$ cat src/rtl/hazard_pkg.sv
// Shared encodings and defaults for the hazard/stall controller.
package hazard_pkg;

  // FSM state encoding
  localparam logic [1:0] ST_RUN      = 2'b00;
  localparam logic [1:0] ST_MEM_WAIT = 2'b01;
  localparam logic [1:0] ST_ERROR    = 2'b10;

  localparam int TIMEOUT_DEF = 255;
  localparam int CNT_W_DEF   = 16;

  // Load in EX writing a register that the instruction in ID reads.
  // Register 0 never creates a dependency.
  function automatic logic load_use_hit(
    input logic       idex_mem_read,
    input logic [4:0] idex_rt,
    input logic [4:0] ifid_rs,
    input logic [4:0] ifid_rt
  );
    return idex_mem_read && (idex_rt != 5'd0) &&
           ((idex_rt == ifid_rs) || (idex_rt == ifid_rt));
  endfunction

endpackage

$ cat src/rtl/sat_counter.sv
// Saturating up-counter with synchronous clear that has priority over increment.
module sat_counter #(
  parameter int W = 16
) (
  input  logic         clk_i,
  input  logic         rst_i,
  input  logic         inc_i,
  input  logic         clr_i,
  output logic [W-1:0] cnt_o
);

  logic [W-1:0] cnt_d, cnt_q;

  // Next count: clear wins, otherwise count up and stop at all-ones
  always_comb begin
    cnt_d = cnt_q;
    if (clr_i) begin
      cnt_d = '0;
    end else if (inc_i && (cnt_q != {W{1'b1}})) begin
      cnt_d = cnt_q + W'(1);
    end
  end

  // Count register
  always_ff @(posedge clk_i or negedge rst_i) begin
    if (!rst_i) cnt_q <= '0;
    else        cnt_q <= cnt_d;
  end

  assign cnt_o = cnt_q;

endmodule

$ cat src/rtl/hazard_stall_controller.sv
// Pipeline hazard / memory-stall controller.
//   state    | meaning
//   RUN      | normal flow; load-use stall and branch flush decoded here
//   MEM_WAIT | data memory access outstanding, pipeline frozen until ack
//   ERROR    | memory never answered; pipeline frozen until reset
module hazard_stall_controller
  import hazard_pkg::*;
#(
  parameter int TIMEOUT = TIMEOUT_DEF,
  parameter int CNT_W   = CNT_W_DEF
) (
  input  logic             clk_i,
  input  logic             rst_i,
  input  logic             IDEX_MemRead_i,
  input  logic [4:0]       IDEX_RegisterRt_i,
  input  logic [4:0]       IFID_RegisterRs_i,
  input  logic [4:0]       IFID_RegisterRt_i,
  input  logic             Branch_Taken_i,
  input  logic             EXMEM_MemAccess_i,
  input  logic             DMem_Ack_i,
  input  logic             Cnt_Clr_i,
  output logic             PCWrite_o,
  output logic             IFID_Write_o,
  output logic             IFID_Flush_o,
  output logic             IDEX_Bubble_o,
  output logic             Pipe_Freeze_o,
  output logic             DMem_Req_o,
  output logic             Mem_Err_o,
  output logic [CNT_W-1:0] Stall_Cnt_o
);

  localparam int WAIT_W = (TIMEOUT > 2) ? $clog2(TIMEOUT) : 1;

  logic [1:0]        state_d, state_q;
  logic [WAIT_W-1:0] wait_d, wait_q;
  logic              mem_err_d, mem_err_q;
  logic              freeze;
  logic              load_use;

  assign load_use = load_use_hit(IDEX_MemRead_i, IDEX_RegisterRt_i,
                                 IFID_RegisterRs_i, IFID_RegisterRt_i);

  // FSM next state, watchdog and memory-side outputs
  always_comb begin
    state_d    = state_q;
    wait_d     = wait_q;
    mem_err_d  = mem_err_q;
    freeze     = 1'b0;
    DMem_Req_o = 1'b0;
    case (state_q)
      ST_RUN: begin
        DMem_Req_o = EXMEM_MemAccess_i;
        if (EXMEM_MemAccess_i && !DMem_Ack_i) begin
          freeze  = 1'b1;
          state_d = ST_MEM_WAIT;
          wait_d  = '0;
        end
      end
      ST_MEM_WAIT: begin
        DMem_Req_o = 1'b1;
        if (DMem_Ack_i) begin
          state_d = ST_RUN;
        end else begin
          freeze = 1'b1;
          if (wait_q == WAIT_W'(TIMEOUT - 1)) begin
            state_d   = ST_ERROR;
            mem_err_d = 1'b1;
          end else begin
            wait_d = wait_q + WAIT_W'(1);
          end
        end
      end
      ST_ERROR: begin
        freeze = 1'b1;
      end
      default: begin
        state_d = ST_RUN;
      end
    endcase
  end

  // Pipeline enables: freeze beats load-use, load-use beats branch flush
  always_comb begin
    PCWrite_o     = 1'b1;
    IFID_Write_o  = 1'b1;
    IDEX_Bubble_o = 1'b0;
    IFID_Flush_o  = 1'b0;
    if (freeze) begin
      PCWrite_o    = 1'b0;
      IFID_Write_o = 1'b0;
    end else if (state_q == ST_RUN) begin
      if (load_use) begin
        PCWrite_o     = 1'b0;
        IFID_Write_o  = 1'b0;
        IDEX_Bubble_o = 1'b1;
      end else if (Branch_Taken_i) begin
        IFID_Flush_o = 1'b1;
      end
    end
  end

  // State, watchdog and sticky error registers
  always_ff @(posedge clk_i or negedge rst_i) begin
    if (!rst_i) begin
      state_q   <= ST_RUN;
      wait_q    <= '0;
      mem_err_q <= 1'b0;
    end else begin
      state_q   <= state_d;
      wait_q    <= wait_d;
      mem_err_q <= mem_err_d;
    end
  end

  assign Pipe_Freeze_o = freeze;
  assign Mem_Err_o     = mem_err_q;

  sat_counter #(.W(CNT_W)) u_stall_cnt (
    .clk_i (clk_i),
    .rst_i (rst_i),
    .inc_i (~PCWrite_o),
    .clr_i (Cnt_Clr_i),
    .cnt_o (Stall_Cnt_o)
  );

endmodule

$ cat config.mk
export PLATFORM = sky130hd
export DESIGN_NAME = hazard_stall_controller
export DESIGN_NICKNAME = d
export VERILOG_FILES = /design/src/rtl/hazard_pkg.sv /design/src/rtl/sat_counter.sv /design/src/rtl/hazard_stall_controller.sv
export SDC_FILE = /design/constraint.sdc
export NUM_CORES = 1
export LEC_CHECK = 0
export CAP_MARGIN = 20
export CORE_MARGIN = 2
export CORE_UTILIZATION = 50
export DETAILED_ROUTE_END_ITERATION = 8
export DONT_BUFFER_PORTS = 1
export PLACE_DENSITY = 0.71
export SLEW_MARGIN = 40
export SYNTH_ARGS = -nofsm -noshare
export SYNTH_HDL_FRONTEND = slang
export SYNTH_SLANG_ARGS = --single-unit
$ cat constraint.sdc
create_clock -name clk_i -period 2.3 [get_ports clk_i]
set_input_delay 0.69 -clock clk_i [delete_from_list [all_inputs] [get_ports clk_i]]
set_output_delay 0.69 -clock clk_i [all_outputs]
set_load 0.05 [all_outputs]
==> results.yml <==
cells_and_area:
  final_cell_mix: "buf_4 (28), dfrtp_1 (22), nor2_1 (15)"
  fin_area_um2: 2050
  drive_gt1_frac: 0.260
  layout_commonest_cell: "buf_4"
  antenna_cells: 0
  multi_input_area_um2: 921
  nFillCells: 255
  syn_to_final_growth_pct: 27.0
  final_cell_count_no_fill: 252
  nets: 234
  regArea_um2: 682
floorplanning:
  dieArea_um2: 3700
  ios: 45
  start_util: 0.528
  core_um2: 3050
  dieWidth_um: 60.8
  num_rows: 20
  fp.dieH_um: 60.8
drt:
  wl_met1_mm: 1.57
  routed_via_density: 5.81
  wl_mm: 3.86
  ant_nets: 0
  dr_wl_met3_um: 164
  drtPass1Iterations: 4
  drtIter0Drc: 97
  wl_met2_mm: 2.08
  drc: 0
  vias: 1463
  wire_per_inst_um: 15.3
  top_layer: "met4"
job:
  cap_violations: 0
placement:
  dp.cells: 247
  place_area_um2: 2000
  dp_hpwl_mm: 2.94
  gp_congestion: 0.795
  port_buffers: 0
yosys:
  synth_edf_count: 0
  ys_async_sr_fraction: 1.00
  avgSynthCellArea_um2: 9.06
  netlist_area_um2: 1610
  synth_cell_type_count: 38
  ys_seq_area_frac: 0.419
  yosys_warnings: 0
  synth-seq-cells: 27
  syn_nets: 203
  synth_flop_cell: "dfrtp_1"
  netlist_instances: 178
timing:
  slew_headroom: 0.538
  clock.fmax_mhz: 376
  maxSlewViolCount: 0
  setup_slack_ns: -0.356
  hold_viol_final: 0
  period_needed_ns: 2.66
  worst_slew_pin_slew_ns: 0.688
  hold_ws_ns: 0.145
  setup_viol: 4
  tns_ns: -1.15
  period_share: 1.15
  fin_worst_skew_ns: 0.0151
  rsz0062_at_grt: "yes"
pwr:
  power_density_nw_per_um2: 377
  p_total_mw: 0.772
  leakagePower_nw: 0.830
  peakVddDrop_v: 0.000273
grt:
  grt_pass1_vias: 1479
  antenna_found_initial: 0
  grt_pass1_wl_mm: 6.70
  overflow: 0
  grt_max_degree: 28
  track_usage: 0.240
worst_setup_path:
  path_depth: 5
  worstPathArrival_ns: 1.97
  path_class: "in2out"
  critPathMaxStageDelay_ns: 0.53
  cp.required_ns: 1.61
  cp-start-kind: "input port"
  path_buf_inv: 2
  critPathTopFamily: "simple AND/OR/NAND/NOR gates"
  reg2reg_slack_ns: 0.18
  endpoint_kind: "output port"
  cp-startpoint: "IDEX_RegisterRt_i[1]"
  path_cells: "or4_4 -> o211ai_1 -> inv_1 -> nor3b_4 -> buf_12"
  worstPathMaxFanout: 3
  endpoint: "IFID_Flush_o"
  slowest_stage: "or4_4"
  r2r_end: "u_stall_cnt.cnt_o[9]"
  r2r_cells: 9
  rr_startpoint: "state_q[1]"
cts:
  clk_latency_ns: 0.33
  cts_setup_buffers: 0
  cts_max_level: 1
  cts_buffers: 3
  clockBufferDepth: 2
  cts_tree: "done"
  cts.clk_slew.worst_paths_ns: 0.15
  root_buffer: "clkbuf_4"
  cts_sinks: 27
status:
  outcome: "finished, violations left"
  failed_checks: "negative setup slack"
hold_path:
  hold_class: "in2async"
[state kept, by name (all words and copies together), names as in the netlist]
| register | flops |
|---|---|
| u_stall_cnt.cnt_o | 16 |
| wait_q | 8 |
| state_q | 2 |
| Mem_Err_o | 1 |
[power breakdown]
part / internal, mW / total (mW) / switching, mW
registers: 0.479 / 0.481 / 0.00197
clock network: 0.0680 / 0.211 / 0.143
logic: 0.0337 / 0.0805 / 0.0468
total: 0.581 / 0.772 / 0.192
[how the worst min path moves through the flow]
stage,to,slack [ns],cells after the start
after floorplan,Mem_Err_o,0.39,0
after global placement,u_stall_cnt.cnt_o[9],0.40,0
after detailed placement,u_stall_cnt.cnt_o[10],0.40,0
after CTS,u_stall_cnt.cnt_o[10],0.03,0
after global routing,u_stall_cnt.cnt_o[11],0.13,1
final,u_stall_cnt.cnt_o[10],0.15,1
[synth_stat cells, types with 2 or more instances]
master	instances	share of area
o41ai_1	2	0.011
nand3_1	9	0.028
and3_1	2	0.0078
xnor2_1	10	0.054
a21oi_1	15	0.047
o41a_1	2	0.014
inv_1	9	0.021
or3_1	8	0.031
o31ai_1	7	0.033
xor2_1	6	0.033
nor3_1	2	0.0062
nand2b_1	3	0.012
nand2_1	11	0.026
clkbuf_1	3	0.0070
dfrtp_1	27	0.42
o21ai_1	8	0.025
nand4_1	6	0.023
ha_1	3	0.023
and2_1	2	0.0078
buf_4	3	0.014
or4_1	7	0.033
nor2_1	17	0.040
[per-stage QoR]
step / setup slack (ns) / util
global route: -0.407 / 0.671
floorplan: -0.445 / -
detailed placement: -0.326 / 0.654
finish: -0.356 / 0.671
global placement: -0.269 / 0.654
CTS: -0.334 / 0.662
[metal layers]
metal,GRT usage,up-vias
met4,0.0745,0
met2,0.442,32
met3,0.0576,6
li1,-,706
met5,0,-
met1,0.273,719
[final cells by class]
cell class,instances,share of cell area
Timing Repair Buffer,34,0.161
Multi-Input combinational cell,134,0.450
Clock buffer,4,0.0128
Inverter,9,0.0165
Tap cell,44,0.0269
Sequential cell,27,0.333
[repair_timing]
action                                 4_1_cts  5_1_grt
endpoints found under the hold margin        0       27
setup endpoints to repair                    4        4
resized for setup                            0        1
gates cloned                                 0        0
hold buffers                                 0        1
[kinds of logic (layout without fill, tap and decap cells)]
group	Yosys count	in the layout	synth area share
muxes	3	3	0.0225
xor gates and xnor gates	16	16	0.0869
and+or+nand+nor	72	72	0.241
buffers and inverters	17	47	0.0512
DFF	27	27	0.419
adders and majority gates	3	3	0.0233
AOI/OAI and AO/OA	40	40	0.157
(Power assumes the default switching activity.)
